<file path="src/rtl/cube_ahb_pkg.sv">
// ============================================================================
// Module   : cube_ahb_pkg
// Brief    : Shared AHB-Lite encodings, FSM states and watchdog limit.
// Revision : 1.0 - initial release
// ============================================================================
`default_nettype none

package cube_ahb_pkg;

    typedef enum logic [1:0] {
        ST_IDLE = 2'd0,
        ST_ADDR = 2'd1,
        ST_DATA = 2'd2
    } state_e;

    localparam logic [1:0] C_HTRANS_IDLE   = 2'b00;
    localparam logic [1:0] C_HTRANS_NONSEQ = 2'b10;
    localparam logic [2:0] C_HSIZE_WORD    = 3'b010;
    localparam logic [2:0] C_HBURST_SINGLE = 3'b000;
    localparam logic [7:0] C_TIMEOUT_LIMIT = 8'd255;

endpackage

`default_nettype wire

</file>
<file path="src/rtl/cube_ahb_initiator.sv">
// ============================================================================
// Module   : cube_ahb_initiator
// Brief    : Single-outstanding AHB-Lite master bridging a valid/ready request
//            port; optional stall watchdog under CUBE_AHB_INIT_TIMEOUT_EN.
// Revision : 1.0 - initial release
// ============================================================================
`default_nettype none

module cube_ahb_initiator
    import cube_ahb_pkg::*;
(
    input  logic        HCLK,
    input  logic        HRESET,
    input  logic        req_valid,
    output logic        req_ready,
    input  logic        req_write,
    input  logic [31:0] req_addr,
    input  logic [31:0] req_wdata,
    output logic        rsp_valid,
    output logic [31:0] rsp_rdata,
    output logic        rsp_err,
    output logic        rsp_timeout,
    output logic [31:0] HADDR,
    output logic [1:0]  HTRANS,
    output logic        HWRITE,
    output logic [2:0]  HSIZE,
    output logic [2:0]  HBURST,
    output logic [31:0] HWDATA,
    input  logic [31:0] HRDATA,
    input  logic        HREADY,
    input  logic        HRESP
);

    state_e      state_q, state_d;
    logic        write_q, write_d;
    logic [29:0] addr_q, addr_d;
    logic [31:0] wdata_q, wdata_d;
    logic        err_acc_q, err_acc_d;
    logic        rsp_valid_q, rsp_valid_d;
    logic [31:0] rsp_rdata_q, rsp_rdata_d;
    logic        rsp_err_q, rsp_err_d;

    // Byte lanes are irrelevant for word transfers; the address is forced aligned.
    logic        w_unused_addr;
    assign w_unused_addr = ^req_addr[1:0];

    // Gating with HRESET keeps req_ready low while reset is being sampled.
    assign req_ready = (state_q == ST_IDLE) && !HRESET;

`ifdef CUBE_AHB_INIT_TIMEOUT_EN
    logic [7:0]  cnt_q, cnt_d;
    logic        rsp_timeout_q, rsp_timeout_d;
    logic        w_timeout_hit;
    assign w_timeout_hit = (state_q != ST_IDLE) && !HREADY &&
                           (cnt_q == C_TIMEOUT_LIMIT - 8'd1);
    assign rsp_timeout   = rsp_timeout_q;
`else
    assign rsp_timeout   = 1'b0;
`endif

    always_comb begin
        state_d     = state_q;
        write_d     = write_q;
        addr_d      = addr_q;
        wdata_d     = wdata_q;
        err_acc_d   = err_acc_q;
        rsp_valid_d = 1'b0;
        rsp_rdata_d = 32'd0;
        rsp_err_d   = 1'b0;
        HADDR       = 32'd0;
        HTRANS      = C_HTRANS_IDLE;
        HWRITE      = 1'b0;
        HSIZE       = 3'b000;
        HBURST      = 3'b000;
        HWDATA      = 32'd0;

        case (state_q)
            ST_IDLE: begin
                if (req_valid && req_ready) begin
                    write_d   = req_write;
                    addr_d    = req_addr[31:2];
                    wdata_d   = req_wdata;
                    err_acc_d = 1'b0;
                    state_d   = ST_ADDR;
                end
            end
            ST_ADDR: begin
                HADDR  = {addr_q, 2'b00};
                HTRANS = C_HTRANS_NONSEQ;
                HWRITE = write_q;
                HSIZE  = C_HSIZE_WORD;
                HBURST = C_HBURST_SINGLE;
                if (HREADY) begin
                    state_d = ST_DATA;
                end
            end
            ST_DATA: begin
                HWDATA = wdata_q;
                // Error is sticky so the first cycle of a two-cycle ERROR is not lost.
                if (HRESP) begin
                    err_acc_d = 1'b1;
                end
                if (HREADY) begin
                    state_d     = ST_IDLE;
                    rsp_valid_d = 1'b1;
                    rsp_rdata_d = write_q ? 32'd0 : HRDATA;
                    rsp_err_d   = err_acc_q | HRESP;
                end
            end
            default: begin
                state_d = ST_IDLE;
            end
        endcase
    end

`ifdef CUBE_AHB_INIT_TIMEOUT_EN
    always_comb begin
        rsp_timeout_d = 1'b0;
        cnt_d         = cnt_q;
        if (w_timeout_hit) begin
            rsp_timeout_d = 1'b1;
        end
        if ((state_q != ST_IDLE) && !HREADY) begin
            cnt_d = cnt_q + 8'd1;
        end
        if (w_timeout_hit || (state_d != state_q)) begin
            cnt_d = 8'd0;
        end
    end

    always_ff @(posedge HCLK) begin
        if (HRESET) begin
            cnt_q         <= 8'd0;
            rsp_timeout_q <= 1'b0;
        end else begin
            cnt_q         <= cnt_d;
            rsp_timeout_q <= rsp_timeout_d;
        end
    end
`endif

    always_ff @(posedge HCLK) begin
        if (HRESET) begin
            state_q     <= ST_IDLE;
            write_q     <= 1'b0;
            addr_q      <= 30'd0;
            wdata_q     <= 32'd0;
            err_acc_q   <= 1'b0;
            rsp_valid_q <= 1'b0;
            rsp_rdata_q <= 32'd0;
            rsp_err_q   <= 1'b0;
        end else begin
            write_q   <= write_d;
            addr_q    <= addr_d;
            wdata_q   <= wdata_d;
            err_acc_q <= err_acc_d;
`ifdef CUBE_AHB_INIT_TIMEOUT_EN
            if (w_timeout_hit) begin
                state_q     <= ST_IDLE;
                rsp_valid_q <= 1'b1;
                rsp_rdata_q <= 32'd0;
                rsp_err_q   <= 1'b1;
            end else begin
                state_q     <= state_d;
                rsp_valid_q <= rsp_valid_d;
                rsp_rdata_q <= rsp_rdata_d;
                rsp_err_q   <= rsp_err_d;
            end
`else
            state_q     <= state_d;
            rsp_valid_q <= rsp_valid_d;
            rsp_rdata_q <= rsp_rdata_d;
            rsp_err_q   <= rsp_err_d;
`endif
        end
    end

    assign rsp_valid = rsp_valid_q;
    assign rsp_rdata = rsp_rdata_q;
    assign rsp_err   = rsp_err_q;

endmodule

`default_nettype wire

</file>
<file path="config.mk">
export PLATFORM = sky130hd
export DESIGN_NAME = cube_ahb_initiator
export DESIGN_NICKNAME = d
export VERILOG_FILES = /design/src/rtl/cube_ahb_pkg.sv /design/src/rtl/cube_ahb_initiator.sv
export SDC_FILE = /design/constraint.sdc
export NUM_CORES = 1
export LEC_CHECK = 0
export CAP_MARGIN = 20
export CORE_ASPECT_RATIO = 0.7
export CORE_MARGIN = 1
export CORE_UTILIZATION = 35
export CTS_CLUSTER_SIZE = 20
export DETAILED_ROUTE_END_ITERATION = 16
export PLACE_DENSITY = 0.82
export SLEW_MARGIN = 30
export SYNTH_ARGS = -nofsm -noshare
export SYNTH_HDL_FRONTEND = slang
export SYNTH_SLANG_ARGS = --single-unit
</file>
<file path="constraint.sdc">
create_clock -name HCLK -period 1.8 [get_ports HCLK]
set_input_delay 0.36 -clock HCLK [delete_from_list [all_inputs] [get_ports HCLK]]
set_output_delay 0.36 -clock HCLK [all_outputs]
set_load 0.005 [all_outputs]
</file>
## Yosys cells after proc, flatten, opt, wreduce, memory -nomap -nowiden

Index checks and enable logic that the tools add are counted.

- Bitwise logic cells: 3
- Multiplexer cells: 13
- Reductions and logical operators: 11
- Eq/ne operators: 6

Operator list:

| operator | count |
|---|---|
| 2-to-1 mux 32 bit | 2 |
| 2-to-1 mux 2 bit | 5 |
| != test 2 bit, second input constant | 3 |
| one-hot mux 2 bit (3 select lines) | 1 |
| AND reduction 3 bit | 2 |
| 2-to-1 mux 1 bit | 4 |
| OR reduction 4 bit | 1 |
| OR reduction 3 bit | 1 |
| == test 2 x 1 -> 1 bit, second input constant | 1 |
| == test 2 bit, second input constant | 1 |
| logical AND 1 bit | 2 |
| zero test 2 bit | 1 |
| != test 2 x 1 -> 1 bit, second input constant | 1 |
| inverter 1 bit | 2 |
| one-hot mux 1 bit (2 select lines) | 1 |
| AND reduction 2 bit | 1 |
| nonzero test 2 bit | 1 |
| OR reduction 2 bit | 1 |
| zero test 1 bit | 1 |
| bitwise OR 1 bit | 1 |

- Output and inout port bits: 109
- Input bits: 102
- Flip-flop bits (word level): 100

## Logic depth before layout (Yosys ltp)

- Word-level depth: 5
- Depth in mapped cells: 6
- Gate-level depth less buffers: 3

## Worst setup path before layout

No wires, ideal clock.

- Path kind: register to output
- Start point: register state_q[1]
- End point: output HWDATA[0]
- Stages on the path, launching flop included: 5
- Data arrival time: 1064 ps
- Required time: 1440 ps
- Slack: 376 ps
- Cells stage by stage: dfxtp_1 > buf_2 > nor2b_1 > clkbuf_1 > and2_1

- Longest elaborated chain between the ends: 2

RTL lines:

| item | RTL line | source |
|---|---|---|
| start, declared | cube_ahb_initiator.sv:34 | `state_e state_q, state_d;` |
| start signal, assigned | cube_ahb_initiator.sv:170 | `state_q <= state_d;` |
| == test 2 bit | cube_ahb_initiator.sv:77 | `case (state_q)` |
| 2-to-1 mux 32 bit | cube_ahb_initiator.sv:77 |  |
| end, declared | cube_ahb_initiator.sv:28 | `output logic [31:0] HWDATA,` |

Every way passes these cells.

## Final worst setup path

- Start point: register state_q[1]
- End point: output HADDR[12]

- Longest elaborated chain between the ends: 2

RTL lines:

| item | RTL line | source |
|---|---|---|
| == test 2 x 1 -> 1 bit | cube_ahb_initiator.sv:77 |  |
| 2-to-1 mux 32 bit | cube_ahb_initiator.sv:77 |  |
| end, declared | cube_ahb_initiator.sv:23 | `output logic [31:0] HADDR,` |

Every way passes these cells.

==> Flow_metrics.wiki <==
{| class="wikitable"
! Metric !! Value
|-
| Drt via density || 4.46
|-
| Maximum fanout count along the critical path || 8
|-
| Core footprint || approximately 12000 µm²
|-
| Endpoints failing setup || 40
|-
| Synth cell count leaders || 100 x sky130_fd_sc_hd__dfxtp_1, 95 x sky130_fd_sc_hd__and2_1, 66 x sky130_fd_sc_hd__nand2_1, 60 x sky130_fd_sc_hd__a21oi_2, 60 x sky130_fd_sc_hd__nand2_2
|-
| Critical Path End Type || output port
|-
| Critical path destination || HADDR[12]
|-
| Total cell area at the placement stage || 6340 µm²
|-
| Final antenna-violating net count || 0
|-
| Relative slew margins || 42.2%
|-
| Largest net degree at the start of global routing || 55
|-
| Ys async rst share || 0%
|-
| Longest Clk Path Bufs || 2
|-
| Mapped cell area || 4270 µm²
|-
| Number of cells produced by synthesis || 447
|-
| Number of diodes added for antenna fixing || 0
|-
| GRT overflow || 0
|-
| DP Wirelength || 7700 µm
|-
| Critical register-to-register path startpoint || state_q[1]$_SDFFE_PP0P_
|-
| Area leader, netlist || sky130_fd_sc_hd__dfxtp_1
|-
| Final Instance Area || roughly 7100 µm²
|-
| Category of the most critical setup path || flip-flop to output port
|-
| Via count of the first global-routing pass || 3422
|-
| Length in cells of the worst reg-to-reg path || 6
|-
| Unrepaired setup endpoints after global routing || yes
|-
| Multi-input combinational cell area || 2060 µm²
|-
| Post-Place Worst Slack || -108 ps
|-
| First-pass GRT wire length || approximately 16000 µm
|-
| Warning count from the yosys run || 0
|-
| First-pass detailed-route iteration total || 4
|-
| Final Wtd Congestion || 0.716
|-
| Overall die width || 134 µm
|-
| Leakage Power || 3.00 nW
|-
| Net switching power figure || 1.37 mW
|-
| DIE HEIGHT || 94.4 µm
|-
| Worst min-delay path category || input port to flip-flop
|-
| Share of synthesized area occupied by flip-flops and latches || 46.9%
|-
| Number of buffers inserted by hold repair at cts || 0
|-
| Power per unit of standard cell area || 729 nW/µm²
|-
| Mean Syn Cell Area || 9.55 µm²
|-
| Dominant register cell in the synthesized netlist || sky130_fd_sc_hd__dfxtp_1
|-
| Peak ir drop on the vdd network || 455 µV
|-
| Clock transition at the registers of the reported paths || 70 ps
|-
| Number of buffers added on ports || between 150 and 200
|-
| Cell Rows || 33
|-
| Drc violations || 0
|-
| RR Endpoint || addr_q[11]$_SDFFE_PP0P_
|-
| Clock network fraction of total power || 36.2%
|-
| Int Pwr || 3.83 mW
|-
| Synth unique cells || 26
|-
| Number of filler cells placed in the layout || 990
|-
| Sum of routed wire length over all layers || around 12000 µm
|-
| Number of clock buffers inserted by TritonCTS || 9
|-
| Routed wire length per instance || 14.3 µm
|-
| Largest cells by area after synthesis || sky130_fd_sc_hd__dfxtp_1 47%, sky130_fd_sc_hd__and2_1 14%, sky130_fd_sc_hd__a21oi_2 12%
|-
| Maximum level of the CTS H-tree || 3
|-
| Area of the die || 12700 µm²
|-
| Clock root cell || sky130_fd_sc_hd__clkbuf_16
|-
| Post-layout min period || 1940 ps
|-
| Final slew viol count || 0
|-
| Setup slack of the worst register-to-register path || around 90 ps
|-
| Actual slew at the worst max-slew pin || around 870 ps
|-
| Final period util || 108%
|-
| Sequential group share of total power || 45.5%
|-
| Final Hold Fails || 0
|-
| Outcome || finished, violations left
|-
| Total of flip-flops plus latches after synthesis || 100
|-
| GR Util All Layers || 16.1%
|-
| Via count || 3714
|-
| Post-layout nets || 772
|-
| Number of enable flip-flop cells after synthesis || 0
|-
| Failing checks || negative setup slack
|-
| Clock tree sinks || 100
|-
| Max Clock Skew || 3.55 ps
|-
| Synth-to-layout area growth || 67.0%
|-
| Crit path arrival time || 1580 ps
|-
| Top-count cell post-synth || sky130_fd_sc_hd__dfxtp_1
|-
| Clock insertion delay at the later pin of the skew report || 340 ps
|-
| Startpoint type of the worst setup path || flip-flop
|-
| Combinational Power Share || 18.3%
|-
| Num ports || between 200 and 250
|-
| Effective utilization at floorplan || 36.2%
|-
| Proportion of netlist area held by the largest area contributor || 46.9%
|-
| Switching part of the total power || 26.3%
|-
| Flip-flop and latch area || 2010 µm²
|-
| Share of post-route cells with drive strength above 1 || ~43%
|-
| Achievable Freq || 515 MHz
|-
| Critical path startpoint || state_q[1]$_SDFFE_PP0P_
|-
| Core Util, Final || between 60% and 70%
|-
| Worst Path Required || between 1000 and 1500 ps
|-
| Number of maximum-capacitance constraint violations || 0
|-
| Number of antenna violations at the first check in global routing || 0
|-
| Least setup slack across all paths after layout || -142 ps
|-
| Iter 0 DRT Violations || 72
|-
| TritonCTS clock tree || built
|}
## per-stage QoR
| stage | TNS, ps | cells | hold WS [ps] | power (mW) |
|---|---|---|---|---|
| 6_report | -2150 | 832 | 461 | 5.20 |
| 5_1_grt | -4670 | 832 | 454 | 5.43 |
| 4_1_cts | -5880 | 803 | 432 | 5.10 |
| 3_5_place_dp | -5390 | 787 | 442 | 3.21 |
| 3_3_place_gp | -4560 | 787 | 443 | 3.18 |
| 2_1_floorplan | 0 | 455 | 432 | 2.86 |
## cells in the final DEF (no fill, tap or decap), types with 2 or more instances in the layout
master | synthesis | final
sky130_fd_sc_hd__a21oi_1 | 5 | 5
sky130_fd_sc_hd__a21oi_2 | 60 | 60
sky130_fd_sc_hd__and2_1 | 95 | 55
sky130_fd_sc_hd__and2_4 | 0 | 40
sky130_fd_sc_hd__buf_12 | 6 | 9
sky130_fd_sc_hd__buf_2 | 8 | 2
sky130_fd_sc_hd__buf_4 | 10 | 14
sky130_fd_sc_hd__buf_6 | 8 | 50
sky130_fd_sc_hd__buf_8 | 0 | 3
sky130_fd_sc_hd__clkbuf_16 | 0 | 13
sky130_fd_sc_hd__clkbuf_2 | 0 | 21
sky130_fd_sc_hd__clkdlybuf4s50_1 | 0 | 132
sky130_fd_sc_hd__clkinv_4 | 0 | 3
sky130_fd_sc_hd__conb_1 | 1 | 9
sky130_fd_sc_hd__dfxtp_1 | 100 | 98
sky130_fd_sc_hd__dfxtp_4 | 0 | 2
sky130_fd_sc_hd__dlymetal6s2s_1 | 0 | 10
sky130_fd_sc_hd__inv_8 | 0 | 3
sky130_fd_sc_hd__nand2_1 | 66 | 66
sky130_fd_sc_hd__nand2_2 | 60 | 60
sky130_fd_sc_hd__nor2_1 | 3 | 3
sky130_fd_sc_hd__nor2b_4 | 0 | 2
sky130_fd_sc_hd__o21ai_0 | 2 | 2
## power by group through the flow
stage	sequential, mW	combinational, mW	clock (mW)
floorplan	2.40	0.461	0
global placement	2.40	0.779	0
detailed placement	2.41	0.800	0
CTS	2.36	0.795	1.94
global route	2.38	1.02	2.03
finish	2.36	0.954	1.88
## registers in the layout, indices dropped and copies added, names as in the netlist
signal and cells:
rsp_rdata 32, wdata_q 32, addr_q 30, state_q 2, err_acc_q 1, rsp_err 1, rsp_valid 1, write_q 1
## layout make-up
| cell class | instances | share of cell area [%] |
|---|---|---|
| Timing Repair Buffer | 246 | 36.0 |
| Multi-Input combinational cell | 312 | 28.9 |
| Sequential cell | 100 | 28.2 |
| Clock buffer | 9 | 3.16 |
| Tap cell | 157 | 2.75 |
| Clock inverter | 7 | 0.948 |
| Inverter | 1 | 0.0526 |
## timing repair
item,in CTS,in global routing
setup endpoints to repair,66,63
cloned,0,6
setup buffers,0,23
resized for setup,79,209
pin swaps,0,27
## critical path: stages (launching register included)
cell and delay (ps):
sky130_fd_sc_hd__dfxtp_4 350, sky130_fd_sc_hd__buf_12 120, sky130_fd_sc_hd__nor2b_4 160, sky130_fd_sc_hd__buf_6 140, sky130_fd_sc_hd__clkbuf_16 150, sky130_fd_sc_hd__buf_4 100, sky130_fd_sc_hd__and2_4 120, sky130_fd_sc_hd__clkbuf_2 100
## worst min path at each step
stage	endpoint	from	slack, ps	cells past startpoint
after global placement	wdata_q[31]$_SDFFE_PP0P_	wdata_q[31]$_SDFFE_PP0P_	440	2
after floorplan	addr_q[0]$_SDFFE_PP0P_	addr_q[0]$_SDFFE_PP0P_	430	2
final	wdata_q[5]$_SDFFE_PP0P_	HRESET	460	3
after global routing	wdata_q[5]$_SDFFE_PP0P_	HRESET	450	3
after detailed placement	addr_q[1]$_SDFFE_PP0P_	addr_q[1]$_SDFFE_PP0P_	440	2
after CTS	wdata_q[8]$_SDFFE_PP0P_	HRESET	430	3
## routing by layer
layer	up-vias	GRT usage (%)	routed length, µm
met5	-	0	0
met4	0	3.98	125
met3	12	5.96	805
met2	117	27.8	6000
met1	1761	18.9	4960
li1	1824	-	-
## cell families after synthesis
family	Yosys count	synth area share, %
compound gates	69	13.5
flops	100	46.9
buf+inv	43	8.59
simple gates	234	30.9
other cells	1	0.0878
No activity file was read; power rests on OpenSTA's default activity.
